--- src/rtl/mips_pkg.sv ---
// mips_pkg -- constants and types shared by the MIPS core stages
// (register file, ALU, decode, write-back).
//   DATA_W / ADDR_W : machine word width and register index width
//   REG_ZERO        : index of the hardwired-zero register $0
//   reg_addr_t      : register index type
//   word_t          : machine word type
package mips_pkg;

  localparam int DATA_W   = 32;
  localparam int ADDR_W   = 5;
  localparam int NUM_REGS = 2 ** ADDR_W;

  typedef logic [ADDR_W-1:0] reg_addr_t;
  typedef logic [DATA_W-1:0] word_t;

  localparam reg_addr_t REG_ZERO = '0;

endpackage : mips_pkg

--- src/rtl/mips_reg_file_if.sv ---
// mips_reg_file_if -- read/write bus of the general-purpose register file.
//   rs_addr / rt_addr : read port A / B indices
//   wr_en / wr_addr / wr_data : write-back strobe, index and value
//   reg1 / reg2       : read port A / B data (to the ALU operands)
// Modports: master = decode/write-back side, slave = register file.
interface mips_reg_file_if #(
  parameter int DATA_W = mips_pkg::DATA_W,
  parameter int ADDR_W = mips_pkg::ADDR_W
);

  logic [ADDR_W-1:0] rs_addr;
  logic [ADDR_W-1:0] rt_addr;
  logic              wr_en;
  logic [ADDR_W-1:0] wr_addr;
  logic [DATA_W-1:0] wr_data;
  logic [DATA_W-1:0] reg1;
  logic [DATA_W-1:0] reg2;

  modport master (
    output rs_addr, rt_addr, wr_en, wr_addr, wr_data,
    input  reg1, reg2
  );

  modport slave (
    input  rs_addr, rt_addr, wr_en, wr_addr, wr_data,
    output reg1, reg2
  );

endinterface : mips_reg_file_if

--- src/rtl/mips_reg_file_rdport.sv ---
// mips_reg_file_rdport -- one combinational register-file read port.
// Applies the reset mask and the $0 mask to the selected storage word and,
// when MIPS_REG_FILE_BYPASS_EN is defined, forwards the in-flight write-back
// value when it targets the addressed register.
//   rst_n    : active-low reset; output is forced to zero while low
//   rd_addr  : register index being read
//   rd_mem   : stored contents of mem[rd_addr]
//   wr_en / wr_addr / wr_data : in-flight write (bypass build only)
//   rd_data  : read data
module mips_reg_file_rdport #(
  parameter int DATA_W = mips_pkg::DATA_W,
  parameter int ADDR_W = mips_pkg::ADDR_W
) (
  input  logic              rst_n,
  input  logic [ADDR_W-1:0] rd_addr,
  input  logic [DATA_W-1:0] rd_mem,
`ifdef MIPS_REG_FILE_BYPASS_EN
  input  logic              wr_en,
  input  logic [ADDR_W-1:0] wr_addr,
  input  logic [DATA_W-1:0] wr_data,
`endif
  output logic [DATA_W-1:0] rd_data
);

  localparam logic [ADDR_W-1:0] ZERO_IDX = ADDR_W'(mips_pkg::REG_ZERO);

  // NOTE: every output of an always_comb block is given a default first, so
  // no path through the block can leave it unassigned and infer a latch.
  always_comb begin
    rd_data = rd_mem;
`ifdef MIPS_REG_FILE_BYPASS_EN
    // wr_addr != 0 is implied: the $0 check below overrides any forward.
    if (wr_en && (wr_addr == rd_addr)) begin
      rd_data = wr_data;
    end
`endif
    // Reset and $0 win over both stored data and forwarded data.
    if (!rst_n || (rd_addr == ZERO_IDX)) begin
      rd_data = '0;
    end
  end

endmodule : mips_reg_file_rdport

--- src/rtl/mips_reg_file.sv ---
// mips_reg_file -- 32 x 32 general-purpose register file of the MIPS core.
// Two combinational read ports (rs -> reg1, rt -> reg2) feed the ALU; one
// write port driven by the write-back stage updates storage on rising clk.
// Register $0 always reads zero and writes to it are dropped.
// Optional macro MIPS_REG_FILE_BYPASS_EN: same-cycle write-to-read forwarding.
//   clk   : clock, rising edge
//   rst_n : asynchronous active-low reset; loads RESET_VAL into every entry
//   bus   : mips_reg_file_if.slave (addresses, write strobe/data, reg1/reg2)
module mips_reg_file #(
  parameter int                DATA_W    = mips_pkg::DATA_W,
  parameter int                ADDR_W    = mips_pkg::ADDR_W,
  parameter logic [DATA_W-1:0] RESET_VAL = '0
) (
  input  logic             clk,
  input  logic             rst_n,
  mips_reg_file_if.slave   bus
);

  localparam int                NUM_REGS = 2 ** ADDR_W;
  localparam logic [ADDR_W-1:0] ZERO_IDX = ADDR_W'(mips_pkg::REG_ZERO);

  logic [DATA_W-1:0] mem [NUM_REGS];

  // NOTE: the storage array is reset on purpose: every entry must read a
  // defined value after reset. This rules out a RAM macro, which is
  // acceptable for a 32-entry flop array.
  // NOTE: sequential state is updated with non-blocking assignments only, so
  // every flop samples pre-edge values regardless of process ordering.
  always_ff @(posedge clk or negedge rst_n) begin
    if (!rst_n) begin
      for (int i = 0; i < NUM_REGS; i++) begin
        mem[i] <= RESET_VAL;
      end
    end else if (bus.wr_en && (bus.wr_addr != ZERO_IDX)) begin
      mem[bus.wr_addr] <= bus.wr_data;
    end
  end

  mips_reg_file_rdport #(
    .DATA_W (DATA_W),
    .ADDR_W (ADDR_W)
  ) u_rdport_rs (
    .rst_n   (rst_n),
    .rd_addr (bus.rs_addr),
    .rd_mem  (mem[bus.rs_addr]),
`ifdef MIPS_REG_FILE_BYPASS_EN
    .wr_en   (bus.wr_en),
    .wr_addr (bus.wr_addr),
    .wr_data (bus.wr_data),
`endif
    .rd_data (bus.reg1)
  );

  mips_reg_file_rdport #(
    .DATA_W (DATA_W),
    .ADDR_W (ADDR_W)
  ) u_rdport_rt (
    .rst_n   (rst_n),
    .rd_addr (bus.rt_addr),
    .rd_mem  (mem[bus.rt_addr]),
`ifdef MIPS_REG_FILE_BYPASS_EN
    .wr_en   (bus.wr_en),
    .wr_addr (bus.wr_addr),
    .wr_data (bus.wr_data),
`endif
    .rd_data (bus.reg2)
  );

endmodule : mips_reg_file
--- src/flat_wrapper.sv ---
// flat-port wrapper written by rule: the top's interface ports become plain ports
module mips_reg_file_flat 
#(
  parameter int                DATA_W    = mips_pkg::DATA_W,
  parameter int                ADDR_W    = mips_pkg::ADDR_W,
  parameter logic [DATA_W-1:0] RESET_VAL = '0
)
  (clk, rst_n, bus_rs_addr, bus_rt_addr, bus_wr_en, bus_wr_addr, bus_wr_data, bus_reg1, bus_reg2);
  mips_reg_file_if #(.DATA_W(DATA_W), .ADDR_W(ADDR_W)) bus_i ();
  input  logic clk;
  input  logic rst_n;
  input wire logic [$bits(bus_i.rs_addr)-1:0] bus_rs_addr;
  input wire logic [$bits(bus_i.rt_addr)-1:0] bus_rt_addr;
  input wire logic [$bits(bus_i.wr_en)-1:0] bus_wr_en;
  input wire logic [$bits(bus_i.wr_addr)-1:0] bus_wr_addr;
  input wire logic [$bits(bus_i.wr_data)-1:0] bus_wr_data;
  output wire logic [$bits(bus_i.reg1)-1:0] bus_reg1;
  output wire logic [$bits(bus_i.reg2)-1:0] bus_reg2;
  assign bus_i.rs_addr = bus_rs_addr;
  assign bus_i.rt_addr = bus_rt_addr;
  assign bus_i.wr_en = bus_wr_en;
  assign bus_i.wr_addr = bus_wr_addr;
  assign bus_i.wr_data = bus_wr_data;
  assign bus_reg1 = bus_i.reg1;
  assign bus_reg2 = bus_i.reg2;
  mips_reg_file #(.DATA_W(DATA_W), .ADDR_W(ADDR_W), .RESET_VAL(RESET_VAL)) u_core (.clk(clk), .rst_n(rst_n), .bus(bus_i));
endmodule
--- config.mk ---
export PLATFORM = sky130hd
export DESIGN_NAME = mips_reg_file_flat
export DESIGN_NICKNAME = d
export VERILOG_FILES = /design/src/rtl/mips_pkg.sv /design/src/rtl/mips_reg_file_if.sv /design/src/rtl/mips_reg_file_rdport.sv /design/src/rtl/mips_reg_file.sv /design/src/flat_wrapper.sv
export SDC_FILE = /design/constraint.sdc
export NUM_CORES = 2
export LEC_CHECK = 0
export CAP_MARGIN = 5
export CORE_MARGIN = 1.5
export CORE_UTILIZATION = 24
export CTS_BUF_LIST = sky130_fd_sc_hd__clkbuf_8
export CTS_CLUSTER_DIAMETER = 40
export DETAILED_ROUTE_END_ITERATION = 7
export PLACE_DENSITY_LB_ADDON = 0.15
export SLEW_MARGIN = 20
export SYNTH_ARGS = -nofsm -noshare
export SYNTH_HDL_FRONTEND = slang
export SYNTH_HIERARCHICAL = 1
export SYNTH_SLANG_ARGS = --single-unit
--- constraint.sdc ---
create_clock -name clk -period 2.82 [get_ports clk]
set_input_delay 0.423 -clock clk [delete_from_list [all_inputs] [get_ports clk]]
set_output_delay 0.423 -clock clk [all_outputs]
set_load 0.01 [all_outputs]
# Word-level counts from Yosys, hierarchy flattened
# Cells that the tools add are included.
# totals
in_bits,50
ff_bits,1024
# classes
muxes,11
n_reduce_logical,8
bitwise_logic,3
n_lt_le_gt_ge,4
# ops
cell,n
bitwise mux 1024 bit,1
binary-select mux 32 bit (select 5 bit),2
two-way mux 32 bit,7
demux 32 bit (select 5 bit),1
>= comparator 6 bit (second input constant),3
inverter 5 -> 6 bit,3
logical NOT 5 bit,2
< comparator 6 x 1 -> 1 bit (second input constant),1
nonzero test 5 bit,1
logical AND 1 bit,2
logical OR 1 bit,2
logical NOT 1 bit,1

# Longest topological paths before layout
# depth
depth_word,6
depth_mapped,10

# By module
# Netlist, hierarchy kept.
# by_module_without_submodules
mod,cells_each,area_each_um2,n_inst
mips_reg_file,4601,55942.4,1
mips_reg_file_rdport,75,372.9,2

# Least setup slack after synthesis
# Ideal clock, no wire load.
# synth_path
path_type,input -> output
startpoint,input port bus_rs_addr[1]
endpoint,output port bus_reg1[1]
required_ns,2.397
path_stages,10
arrival_time_ns,1.744
slack_ns,0.653
cell_sequence,buf_2 > buf_4 > buf_4 > buf_4 > mux2i_1 > a21oi_1 > nand3_1 > nand3_1 > nand2_1 > a21oi_1
# synth_via
elab_chain_cells,5
elab_cells_between_ends,7
cone_classes,4 x mux; 1 x bitwise; 2 x reduce/logical
# synth_lines
element,line,rtl
"start, declared",flat_wrapper.sv:12,input wire logic [$bits(bus_i.rs_addr)-1:0] bus_rs_addr;
inverter 5 -> 6 bit (implied by the code),mips_reg_file.sv:45,".rd_mem (mem[bus.rs_addr]),"
binary-select mux 32 bit (select 5 bit),mips_reg_file.sv:45,
two-way mux 32 bit (implied by the code) (2 in series),mips_reg_file.sv:45,
two-way mux 32 bit (*),mips_reg_file_rdport.sv:38,if (!rst_n || (rd_addr == ZERO_IDX)) begin
"end, declared",flat_wrapper.sv:17,output wire logic [$bits(bus_i.reg1)-1:0] bus_reg1;
# Every way passes the cells marked *; elsewhere a longest branch is shown, timed or not. The select of a mux whose other input is x is not followed.

# Worst setup path after layout
# layout_path
startpoint,register u_core/mem[788] (netlist bit)
endpoint,output port bus_reg2[20]
# layout_via
elab_chain_cells,4
# layout_lines
element,line,rtl
"start, declared",mips_reg_file.sv:22,logic [DATA_W-1:0] mem [NUM_REGS];
"start signal, assigned by index",mips_reg_file.sv:35,mem[bus.wr_addr] <= bus.wr_data;
binary-select mux 32 bit (select 5 bit),mips_reg_file.sv:60,".rd_mem (mem[bus.rt_addr]),"
two-way mux 32 bit (implied by the code) (2 in series),mips_reg_file.sv:60,
two-way mux 32 bit,mips_reg_file_rdport.sv:38,
"end, declared",flat_wrapper.sv:18,output wire logic [$bits(bus_i.reg2)-1:0] bus_reg2;
# Every way passes these cells. The select of a mux whose other input is x is not followed.

==> flow_summary.json <==
{
  "grt_antenna_before_repair": 7,
  "area_growth_pct": 28.65,
  "port_buffers": 113,
  "clock.fmax_ghz": 0.3350,
  "maxSlewViolCount": 0,
  "ios": 114,
  "netlist_area_sq_mm": 0.05669,
  "cp_top_family": "simple AND/OR/NAND/NOR gates",
  "overflow": 0,
  "cp_max_fo": 3,
  "post-place-ws_ns": -1.088,
  "dr.pass1.iters": 5,
  "largest_register_ffs": 1024,
  "maxCapViolCount": 0,
  "cpPeakStageDelay_ns": 0.39,
  "clk_transition_reported_paths_ns": 0.06,
  "cts_tree": "yes",
  "critical_path_buf_inv_count": 1,
  "start_kind": "register",
  "grt_pass1_vias": 44020,
  "drt-total-wl_mm": 238.7,
  "tightest_slew_ns": 1.004,
  "clockBufferDepth": 3,
  "fin_util": 0.3104,
  "worstHoldPathType": "primary input to asynchronous set/reset pin",
  "numCtsBuffers": 229,
  "r2r_slack_ns": 1.83,
  "placed_area_sq_mm": 0.06582,
  "critPathKind": "register to output port",
  "nFillCells": 24000,
  "grt_max_degree": 134,
  "synth.distinct_cells": 31,
  "drt-initial-drc-count": 2499,
  "r2r-end": "u_core/mem[939]",
  "gr-usage-all-layers": 0.1977,
  "grt_pass1_wl_mm": 339.4,
  "slew_headroom": 0.3289,
  "dieArea_sq_mm": 0.2391,
  "synth.avg_cell_area_sq_um": 11.93,
  "synth_top_area_frac": 0.4520,
  "fin_worst_skew_ns": 0,
  "start_util": 0.2413,
  "netlist_top_cells_area": "dfrtp_1, mux2_2, mux2i_1, a22oi_1, a21oi_1",
  "rows": 178,
  "die_height_um": 489.0,
  "dr_total_vias": 41950,
  "fin_cells": 8587,
  "netlist_instances": 4751,
  "arrival_ns": 2.56,
  "synth_seq_area_share": 0.4520,
  "cp_data_required_time_ns": 2.40,
  "top_register": "u_core/mem",
  "endpoint_kind": "output port",
  "hold_viol_final": 0,
  "drc": 0,
  "cts_max_level": 4,
  "ir_worst_vdd_mv": 0.4998,
  "dpl.hpwl_mm": 151.8,
  "rr_startpoint": "u_core/mem[939]",
  "wl_per_cell_um": 27.79,
  "yosys_warnings": 6,
  "clk-insertion-delay-late_ns": 0.94,
  "avgViaCountPerCell": 4.885,
  "worst_r2r_path_depth": 3,
  "status": "finished with violations",
  "ys_ff_latch": 1024,
  "layout_setup_ws_ns": -0.1655,
  "reg_top3": "u_core/mem: 1024 flops",
  "design_area_sq_mm": 0.07293,
  "power_density_mw_per_mm2": 665.5,
  "setup_violations": 58,
  "core_region_area_sq_mm": 0.2350,
  "power.leakage_nw": 34.00,
  "crit_chain": "mux2i_1 -> a22o_1 -> nor3_1 -> a31oi_1 -> nand3_1 -> nand2_2 -> a21oi_1 -> buf_2",
  "drive_gt1_frac": 0.4275,
  "syn_nets": 4801,
  "nets": 5297,
  "rsz0062_at_grt": "true",
  "die_w_um": 489.0,
  "netlist.top_cell.by_area": "dfrtp_1",
  "dp_cells": 8092,
  "cts-root-buf": "clkbuf_8",
  "post-route-period-util": 1.059,
  "place_congestion": 0.8055,
  "failed_checks": "setup timing",
  "layout_min_cycle_time_ns": 2.985,
  "cts.sinks": 1024,
  "critPathSlowestCell": "dfrtp_1",
  "timing.hold.ws_ns": 0.1369,
  "postRouteAntennaNets": 0
}
[worst min-delay path, delay by kind of cell]
kind / cells / cell delay (ns)
buffers and inverters: 3 / 1.01
[cell type report]
| type | count | area [sq um] | share of cell area |
|---|---|---|---|
| Tap cell | 3150 | 3941 | 0.05404 |
| Inverter | 2 | 7.507 | 0.0001029 |
| Clock buffer | 284 | 3909 | 0.05360 |
| Multi-Input combinational cell | 3235 | 29770 | 0.4082 |
| Antenna cell | 5 | 12.51 | 0.0001716 |
| Timing Repair Buffer | 755 | 8337 | 0.1143 |
| Clock inverter | 132 | 1330 | 0.01824 |
| Sequential cell | 1024 | 25620 | 0.3514 |
[cell usage after synthesis (all sizes together)]
library cell,count
mux2,992
buf,263
and3,1
a31oi,64
or3b,1
inv,2
nor4,2
nor2b,4
nor3,65
and2,2
nor3b,4
and3b,1
clkbuf,228
mux2i,1024
nand2b,4
a22o,128
nand2,274
a21oi,256
a22oi,192
nor2,19
dfrtp,1024
or2,3
nand3,194
nand3b,4
[logic make-up after synthesis]
family                 share of synthesized area
flip-flops                                0.4520
multiplexers                              0.3779
buffers and inverters                    0.04662
AND/OR/NAND/NOR                          0.04836
AO/OA/AOI/OAI                            0.07513
[where the power goes]
part	switching, mW	internal (mW)
combinational	4.75	5.17
clock	7.56	11.4
sequential	2.10	17.5
[cells in the final DEF (no fill, tap or decap), drive strengths merged, types with 5 or more instances in the layout]
master         instances
dfrtp               1024
mux2i               1024
mux2                 992
buf                  705
clkbuf               284
nand2                274
a21oi                256
nand3                194
a22oi                192
a22o                 128
nor3                  65
a31oi                 64
inv                   54
clkdlybuf4s50         41
clkinv                38
bufinv                26
nor2                  19
clkinvlp              16
diode                  5
[per-stage QoR]
step	total power, mW	TNS (ns)
after floorplan	25.42	0
after global placement	29.21	-62.34
after detailed placement	29.35	-63.77
after CTS	49.10	-14.32
after global routing	51.05	-14.92
final	48.54	-4.862
[metal layers]
metal / up-vias / track usage / share of wire
met4: 2 / 0.05693 / 0.027
li1: 18560 / - / -
met2: 875 / 0.3345 / 0.49
met1: 22180 / 0.2601 / 0.45
met3: 340 / 0.02828 / 0.037
met5: - / 0 / 0.000054
[worst max-delay path by stage]
stage	startpoint	endpoint	slack, ns	cells past startpoint
6_report	u_core/mem[788]	bus_reg2[20]	-0.17	8
5_1_grt	u_core/mem[773]	bus_reg1[5]	-0.34	9
4_1_cts	u_core/mem[926]	bus_reg1[30]	-0.37	9
3_5_place_dp	bus_rt_addr[0]	bus_reg2[12]	-1.09	12
3_3_place_gp	bus_rs_addr[0]	bus_reg1[7]	-1.10	12
2_1_floorplan	bus_rs_addr[1]	bus_reg1[1]	0.65	10
[repair_timing]
| action | CTS | global route |
|---|---|---|
| gates cloned | 7 | 0 |
| hold buffers | 2 | 0 |
| buffers inserted | 65 | 7 |
| endpoints found under the setup margin | 64 | 64 |
| hold endpoints to repair | 338 | 0 |
| gates resized for setup | 495 | 73 |
| pin swaps | 214 | 161 |
Note: power is estimated with default switching activity, not from simulation.
